### config.mk
export PLATFORM = sky130hd
export DESIGN_NAME = unidade_controle_multiciclo
export DESIGN_NICKNAME = d
export VERILOG_FILES = /design/src/rtl/unidade_controle_multiciclo.sv
export SDC_FILE = /design/constraint.sdc
export NUM_CORES = 1
export LEC_CHECK = 0
export ABC_AREA = 1
export BUFFER_PORTS_ARGS = -buffer_cell sky130_fd_sc_hd__buf_4
export CAP_MARGIN = 20
export CORE_MARGIN = 2
export CORE_UTILIZATION = 49
export CTS_CLUSTER_SIZE = 20
export DETAILED_ROUTE_END_ITERATION = 12
export PLACE_DENSITY = 0.7
export SYNTH_ARGS = -nofsm -noshare
export SYNTH_HDL_FRONTEND = slang
export SYNTH_SLANG_ARGS = --single-unit
### constraint.sdc
create_clock -name clock -period 3.5 [get_ports clock]
set_clock_uncertainty 0.2 [all_clocks]
set_input_delay 0.7 -clock clock [delete_from_list [all_inputs] [get_ports clock]]
set_output_delay 0.7 -clock clock [all_outputs]
set_load 0.1 [all_outputs]
### src/rtl/unidade_controle_multiciclo.sv
// unidade_controle_multiciclo
// Multi-cycle control unit for the shared-ALU datapath (PC, IR, register
// file, ALU operand muxes, unified RAM). Each instruction is walked through
// fetch, decode, execute, memory and write-back states. Memory accesses take
// MEM_WAIT extra wait cycles. IN/OUT instructions block on valid/ready
// handshakes. HALT, and any unknown opcode, park the unit in a sticky halt
// state. A retired-instruction counter is kept.
//
// Ports:
//   clock, reset             rising-edge clock, synchronous active-high reset
//   opcode, funct            IR[31:26] and IR[5:0]
//   zero                     ALU zero flag (branch decision)
//   in_valid / in_ack        switch-input handshake
//   out_ready / out_valid    display-output handshake
//   pc_write, pc_src         PC load enable and source select
//   ir_write                 IR load enable
//   mem_read, mem_write      RAM strobes; i_or_d picks the RAM address source
//   reg_write, reg_dst,
//   mem_to_reg               register-file write enable, dest and data select
//   alu_src_a, alu_src_b,
//   alu_op                   ALU operand selects and operation class
//   halted, illegal          sticky halt flags
//   state                    current FSM state (debug)
//   instr_count              retired-instruction counter (wraps)
module unidade_controle_multiciclo #(
    parameter int         MEM_WAIT = 1,
    parameter logic [5:0] OP_RTYPE = 6'h00,
    parameter logic [5:0] OP_LW    = 6'h23,
    parameter logic [5:0] OP_SW    = 6'h2B,
    parameter logic [5:0] OP_BEQ   = 6'h04,
    parameter logic [5:0] OP_BNE   = 6'h05,
    parameter logic [5:0] OP_J     = 6'h02,
    parameter logic [5:0] OP_JAL   = 6'h03,
    parameter logic [5:0] OP_IN    = 6'h3E,
    parameter logic [5:0] OP_OUT   = 6'h3F,
    parameter logic [5:0] OP_HALT  = 6'h3D,
    parameter logic [5:0] OP_ADDI  = 6'h08,
    parameter logic [5:0] OP_ANDI  = 6'h0C,
    parameter logic [5:0] OP_ORI   = 6'h0D,
    parameter logic [5:0] OP_SLTI  = 6'h0A,
    parameter logic [5:0] FUNCT_JR = 6'h08
) (
    input  logic        clock,
    input  logic        reset,
    input  logic [5:0]  opcode,
    input  logic [5:0]  funct,
    input  logic        zero,
    input  logic        in_valid,
    input  logic        out_ready,
    output logic        pc_write,
    output logic [1:0]  pc_src,
    output logic        ir_write,
    output logic        mem_read,
    output logic        mem_write,
    output logic        i_or_d,
    output logic        reg_write,
    output logic [1:0]  reg_dst,
    output logic [1:0]  mem_to_reg,
    output logic        alu_src_a,
    output logic [1:0]  alu_src_b,
    output logic [2:0]  alu_op,
    output logic        in_ack,
    output logic        out_valid,
    output logic        halted,
    output logic        illegal,
    output logic [3:0]  state,
    output logic [31:0] instr_count
);

    typedef enum logic [3:0] {
        FETCH     = 4'd0,
        DECODE    = 4'd1,
        EXEC_R    = 4'd2,
        EXEC_I    = 4'd3,
        MEM_ADDR  = 4'd4,
        MEM_READ  = 4'd5,
        MEM_WB    = 4'd6,
        MEM_WRITE = 4'd7,
        BRANCH    = 4'd8,
        JUMP      = 4'd9,
        IN_WAIT   = 4'd10,
        OUT_WAIT  = 4'd11,
        ALU_WB    = 4'd12,
        HALT      = 4'd13
    } stateT;

    localparam logic [3:0] WAIT_LIMIT = 4'(MEM_WAIT);

    stateT      currState;
    logic [3:0] wc;
    logic       waitDone;

    // A memory access lasts WAIT_LIMIT+1 cycles; the last one is when the
    // wait counter has reached the limit.
    assign waitDone = (wc >= WAIT_LIMIT);
    assign state    = currState;

    // State register, wait counter, sticky halt flags and retire counter.
    // Every transition that lands in FETCH from another state, and the single
    // transition into HALT, retires one instruction.
    always_ff @(posedge clock) begin
        if (reset) begin
            currState   <= FETCH;
            wc          <= 4'd0;
            instr_count <= 32'd0;
            halted      <= 1'b0;
            illegal     <= 1'b0;
        end else begin
            case (currState)
                FETCH: begin
                    if (!waitDone) begin
                        wc <= wc + 4'd1;
                    end else begin
                        wc        <= 4'd0;
                        currState <= DECODE;
                    end
                end
                DECODE: begin
                    case (opcode)
                        OP_RTYPE:                         currState <= (funct == FUNCT_JR) ? JUMP : EXEC_R;
                        OP_ADDI, OP_ANDI, OP_ORI, OP_SLTI: currState <= EXEC_I;
                        OP_LW, OP_SW:                     currState <= MEM_ADDR;
                        OP_BEQ, OP_BNE:                   currState <= BRANCH;
                        OP_J, OP_JAL:                     currState <= JUMP;
                        OP_IN:                            currState <= IN_WAIT;
                        OP_OUT:                           currState <= OUT_WAIT;
                        OP_HALT: begin
                            currState   <= HALT;
                            halted      <= 1'b1;
                            instr_count <= instr_count + 32'd1;
                        end
                        default: begin
                            currState   <= HALT;
                            halted      <= 1'b1;
                            illegal     <= 1'b1;
                            instr_count <= instr_count + 32'd1;
                        end
                    endcase
                end
                EXEC_R, EXEC_I: currState <= ALU_WB;
                MEM_ADDR:       currState <= (opcode == OP_LW) ? MEM_READ : MEM_WRITE;
                MEM_READ: begin
                    if (!waitDone) begin
                        wc <= wc + 4'd1;
                    end else begin
                        wc        <= 4'd0;
                        currState <= MEM_WB;
                    end
                end
                MEM_WRITE: begin
                    if (!waitDone) begin
                        wc <= wc + 4'd1;
                    end else begin
                        wc          <= 4'd0;
                        currState   <= FETCH;
                        instr_count <= instr_count + 32'd1;
                    end
                end
                ALU_WB, MEM_WB, BRANCH, JUMP: begin
                    currState   <= FETCH;
                    instr_count <= instr_count + 32'd1;
                end
                IN_WAIT: begin
                    if (in_valid) begin
                        currState   <= FETCH;
                        instr_count <= instr_count + 32'd1;
                    end
                end
                OUT_WAIT: begin
                    if (out_ready) begin
                        currState   <= FETCH;
                        instr_count <= instr_count + 32'd1;
                    end
                end
                HALT:    currState <= HALT;
                default: currState <= FETCH;
            endcase
        end
    end

    // Datapath controls are decoded from the current state, the wait counter
    // and the live inputs, so handshake and branch responses land in the same
    // cycle. Everything defaults to 0, and reset holds every control low.
    always_comb begin
        pc_write   = 1'b0;
        pc_src     = 2'd0;
        ir_write   = 1'b0;
        mem_read   = 1'b0;
        mem_write  = 1'b0;
        i_or_d     = 1'b0;
        reg_write  = 1'b0;
        reg_dst    = 2'd0;
        mem_to_reg = 2'd0;
        alu_src_a  = 1'b0;
        alu_src_b  = 2'd0;
        alu_op     = 3'd0;
        in_ack     = 1'b0;
        out_valid  = 1'b0;
        if (!reset) begin
            case (currState)
                FETCH: begin
                    mem_read = 1'b1;
                    if (waitDone) begin
                        ir_write  = 1'b1;
                        pc_write  = 1'b1;
                        alu_src_b = 2'd1;
                    end
                end
                DECODE: alu_src_b = 2'd3;
                EXEC_R: begin
                    alu_src_a = 1'b1;
                    alu_op    = 3'd2;
                end
                EXEC_I: begin
                    alu_src_a = 1'b1;
                    alu_src_b = 2'd2;
                    alu_op    = 3'd3;
                end
                ALU_WB: begin
                    reg_write = 1'b1;
                    reg_dst   = (opcode == OP_RTYPE) ? 2'd1 : 2'd0;
                end
                MEM_ADDR: begin
                    alu_src_a = 1'b1;
                    alu_src_b = 2'd2;
                end
                MEM_READ: begin
                    i_or_d   = 1'b1;
                    mem_read = 1'b1;
                end
                MEM_WRITE: begin
                    i_or_d    = 1'b1;
                    mem_write = 1'b1;
                end
                MEM_WB: begin
                    reg_write  = 1'b1;
                    mem_to_reg = 2'd1;
                end
                BRANCH: begin
                    alu_src_a = 1'b1;
                    alu_op    = 3'd1;
                    pc_src    = 2'd1;
                    pc_write  = (opcode == OP_BEQ) ? zero : ~zero;
                end
                JUMP: begin
                    pc_write = 1'b1;
                    pc_src   = (opcode == OP_RTYPE) ? 2'd3 : 2'd2;
                    // PC already holds PC+4 here, so JAL links it straight into r31
                    if (opcode == OP_JAL) begin
                        reg_write  = 1'b1;
                        reg_dst    = 2'd2;
                        mem_to_reg = 2'd2;
                    end
                end
                IN_WAIT: begin
                    if (in_valid) begin
                        reg_write  = 1'b1;
                        mem_to_reg = 2'd3;
                        in_ack     = 1'b1;
                    end
                end
                OUT_WAIT: begin
                    alu_src_a = 1'b1;
                    alu_src_b = 2'd2;
                    out_valid = 1'b1;
                end
                default: ;
            endcase
        end
    end

endmodule

* Word level (Yosys, flattened, before mapping)
Index checks and enable logic that the tools add are counted.
Operators by class: $add $sub $neg 2, $mul 0, divide/modulo/power cells 0, order comparisons 1, equality and inequality tests 33, shifts and indexed selects 0, muxes and demuxes 52, bitwise logic cells 3, reductions and logical operators 21
Operator list (number):
- one-hot mux 32 bit (5 select lines) | 1
- 2-to-1 mux 32 bit | 4
- one-hot mux 4 bit (9 select lines) | 1
- adder 32 x 1 -> 32 bit, second input constant | 1
- equality test 6 x 4 -> 1 bit, second input constant | 5
- equality test 6 bit, second input constant | 5
- 2-to-1 mux 4 bit | 7
- one-hot mux 4 bit (7 select lines) | 1
- equality test 4 bit, second input constant | 6
- 2-to-1 mux 1 bit | 23
- one-hot mux 2 bit (3 select lines) | 3
- equality test 4 x 3 -> 1 bit, second input constant | 4
- 2-to-1 mux 2 bit | 8
- OR reduction 14 bit | 1
- OR reduction 2 bit | 7
- OR reduction 13 bit | 1
- equality test 6 x 2 -> 1 bit, second input constant | 2
- equality test 6 x 3 -> 1 bit, second input constant | 2
- != test 2 bit, second input constant | 6
- AND reduction 5 bit | 2
- equality test 4 x 2 -> 1 bit, second input constant | 2
- one-hot mux 2 bit (2 select lines) | 2
- OR reduction 4 bit | 2
- zero test 6 bit | 1
- 10 further kinds | 15
Storage, ports and cells: flip-flop bits (word level) 42, bits in latches 0, memory bits (writable) 0, ROM bits 0, input port bits 17, output and inout port bits 58, word-level logic and storage cells 117, memories 0

* Depth between registers and ports, before layout
word-level depth 4, gate-level depth with buffers 12, gate-level depth less buffers 12

* Worst setup path after synthesis
OpenSTA, ideal clock, no wires.
kind register -> output, start register currState[3] (netlist: state[3]), end output port pc_src[0], data arrival time 6117 ps, data required time 2600 ps, slack -3517 ps, cell stages (with the launch flop) 5, path buffers 0, cell sequence dfxtp_1 > inv_1 > nor2_2 > inv_1 > a2111oi_0
Between the ends: word-level cells in the longest chain between the ends 3, elaborated cells between the ends (all ways) 4, classes of those cells eq/ne (2); mux (2)
RTL lines:
- start, declared | RTL line 89 | stateT currState;
- start signal, assigned | RTL line 120 | OP_RTYPE: currState <= (funct == FUNCT_JR) ? JUMP : EXEC_R;
- start signal, assigned | RTL line 141 | MEM_ADDR: currState <= (opcode == OP_LW) ? MEM_READ : MEM_WRITE;
- equality test 4 bit | RTL line 200 | case (currState)
- one-hot mux 2 bit (2 select lines) * | RTL line 200
- 2-to-1 mux 2 bit * | RTL line 199 | if (!reset) begin
- end, declared | RTL line 51 | output logic [1:0] pc_src,
Every way passes the cells marked *; elsewhere a longest branch is shown, timed or not.

* Worst setup path after layout
start register currState[1] (netlist: state[1]), end output port reg_write
Between the ends: word-level cells in the longest chain between the ends 4, elaborated cells between the ends (all ways) 7, classes of those cells eq/ne (4); mux (2); reduce/logical (1)
RTL lines:
- equality test 4 x 3 -> 1 bit / equality test 4 bit (equally long branches) | RTL line 200
- OR reduction 2 bit (no source line)
- one-hot mux 1 bit (3 select lines) * | RTL line 200
- 2-to-1 mux 1 bit * | RTL line 199
- end, declared | RTL line 56 | output logic reg_write,
Marked as above.

==> results.ini <==
[synth]
synth-async-reset-ratio_pct=0
syn_avg_cell_area_um2=5.703
syn_area_um2=3108
ys.warnings.count=0
ys_seq_area_share_pct=27.05
yosys-top-cells-area=dfxtp_1 (27%), nand2_1 (21%), nor2_1 (11%)
synthCells=545
synth_edf_count=0
netlist.area_leader.share_pct=27.05
ys_types=33
synth_ff_type=dfxtp_1
synth_nets=566
synth-seq-cells=42
yosys.area.top_type=dfxtp_1

[worst_setup_path]
worst_path_most_repeated_cell=nor2_1
cp.required_ps=2600
crit_fanout=6
rr_worst_depth=8
endpoint_kind=primary output
cpMaxStageDelayCell=dfxtp_1
setup.worst_path.start_class=flip-flop
cp_num_buf_inv=3
crit_chain=inv_2 > nand2_2 > inv_1 > nand2_1 > nor2_1 > nor2_1 > a21oi_4 > buf_4
worst_path_largest_cell_delay_ps=490
crit_type=flip-flop to primary output
rr_startpoint=state[0]
startpoint=state[1]
r2r_slack_ps=1110
critPathTopFamily=simple AND/OR/NAND/NOR gates
worstPathArrival_ps=2120
r2r_end=instr_count[21]
endpoint=reg_write
cp.depth=8

[place]
io_buffers=73
dpl.hpwl_mm=6.908
place_congestion=0.9520
place_ws_ps=524.0

[grt]
grt_pass1_vias=3550
grtUsageTotal_pct=26.20
antenna_found_initial=0
grt_pass1_wl_mm=15.45
grt_max_degree=34
overflow=0

[routing]
via_count=3634
drtPass1Iterations=7
routedWlPerCell_um=13.13
via_per_inst=5.274
drc=0
antenna_left=0
routed_wl_mm=9.045
drtIter0Drc=230

[floorplan]
ios=75
core_um2=6241
die_h_um=83.64
initial_core_util_pct=49.80
fp.dieArea_um2=6996
die_x_um=83.64
fp-row-count=29

[power]
irDropWorstVdd_mv=0.7432
p_per_area_nw_per_um2=581.3
power.leakage_nw=1.614

[sta]
worst_slack_ps=481.3
period_minus_slack_ps=3019
tightest_slew_ps=519.2
drv_slew=0
maxSlewHeadroom_pct=65.39
setup_viol=0
rsz0062_at_grt=false
finalHoldViolations=0
holdWs_ps=253.1
timing.fmax_ghz=0.3313
fin_crit_sh_pct=86.25

[run_status]
status=complete, no violations

[clocking]
hold_buffers=0
cts_buffers=5
clk_path_buf_depth=2
htreeDepth=2
cts.sinks=42
post_cts_resize_count=0
ctsRootBufferMaster=clkbuf_8
path_clk_slew_ps=90
cts_setup_buffers=0
insertion_delay_ps=300
cts_tree=built

[finish]
nFillCells=637
n_antenna_cell=0
syn_to_final_growth_pct=25.08
drive_gt1_share_pct=19.28
nets=632

[flow_run]
maxCapViolations=0

[min_path]
hold_path.class=flip-flop to flip-flop
worstHoldPathCells=2

-- through the flow --
step | cells | setup TNS (ps) | area [um^2] | util, % | power (W)
6_report | 689 | 0 | 3887 | 62.29 | 0.002260
3_3_place_gp | 681 | 0 | 3797 | 60.85 | 0.001935
4_1_cts | 689 | 0 | 3887 | 62.29 | 0.002271
5_1_grt | 689 | 0 | 3887 | 62.29 | 0.002388
3_5_place_dp | 681 | 0 | 3797 | 60.85 | 0.001947
2_1_floorplan | 545 | -800.1 | 3232 | - | 0.001726
-- tightest hold or removal path, delay by kind of cell (launching register included) --
family        cells  cell delay (ps)
flops             1              320
simple gates      2              100
-- synthesized netlist by cell type, types with 2 or more instances --
cell type / instances
buf_1: 3
nand2_1: 177
inv_1: 47
nand4_1: 5
clkbuf_1: 5
nor2_2: 3
ha_1: 4
buf_2: 3
o21ai_0: 7
nor3_1: 6
nor2_1: 92
xor2_1: 10
buf_6: 3
nand3_1: 58
inv_2: 7
nand3_2: 2
nand2_2: 3
clkinv_1: 2
a31oi_1: 3
xnor2_1: 5
nand2_4: 2
a21oi_1: 46
dfxtp_1: 42
-- layout make-up --
| class | count | area (um^2) | share of cell area [%] |
|---|---|---|---|
| sequential | 42 | 840.8 | 21.63 |
| clock inverter | 3 | 21.27 | 0.5472 |
| multi-input combinational | 431 | 2087 | 53.69 |
| timing repair buffer | 75 | 563.0 | 14.48 |
| tap | 77 | 96.34 | 2.478 |
| clock buffer | 5 | 68.82 | 1.770 |
| inverter | 56 | 210.2 | 5.407 |
-- power by group --
| group | total [W] | internal, W | switching (W) | leakage [nW] |
|---|---|---|---|---|
| sequential | 0.000591 | 0.000526 | 0.0000651 | 0.340 |
| clock | 0.000324 | 0.000140 | 0.000184 | 0.0441 |
| combinational | 0.00134 | 0.000281 | 0.00106 | 1.23 |
| total | 0.00226 | 0.000947 | 0.00131 | 1.61 |
-- registers in the layout (all words and copies together) (netlist names) --
register,flops
halted,1
illegal,1
instr_count,32
state,4
wc,4
-- cells by family (layout without fill, tap and decap cells) --
logic type                 count (synthesis)  in the layout  share of synthesized area, %
and+or+nand+nor                          351            351                         47.14
AOI/OAI and AO/OA                         60             60                         10.06
DFF                                       42             42                         27.05
buffers and inverters                     72            139                         9.783
adders and majority gates                  4              4                         1.610
other                                      1              1                        0.1207
xor gates and xnor gates                  15             15                         4.227
-- layout by cell type (no fill, tap or decap), types with 2 or more instances in the layout --
cell      count
a31oi_4       2
inv_2         7
nor2_2        7
nand3_1      58
clkinv_1      2
a21oi_2       3
nand2_4       2
buf_4        75
nor3_4        2
clkbuf_8      5
ha_1          4
nor3_2        2
o21ai_0       7
xnor2_1       5
a21oi_1      42
nand2_2       3
nand4_1       5
nor2_4        2
nor3_1        2
nand2_1     177
xor2_1       10
inv_1        47
dfxtp_1      42
nand3_2       2
nor2_1       87
-- how the worst min path moves through the flow --
stage | start | to
2_1_floorplan | wc[3] | wc[3]
3_3_place_gp | wc[3] | wc[3]
3_5_place_dp | wc[3] | wc[3]
4_1_cts | wc[3] | wc[3]
5_1_grt | wc[3] | wc[3]
6_report | wc[3] | wc[3]
-- per-layer routing --
layer | GRT usage [%] | part of all wire (%)
met3 | 4.154 | 5.2
met5 | 0 | 0
met1 | 29.28 | 42
met2 | 48.00 | 50
met4 | 12.61 | 3.5
Power figures use the tool's default switching activity.
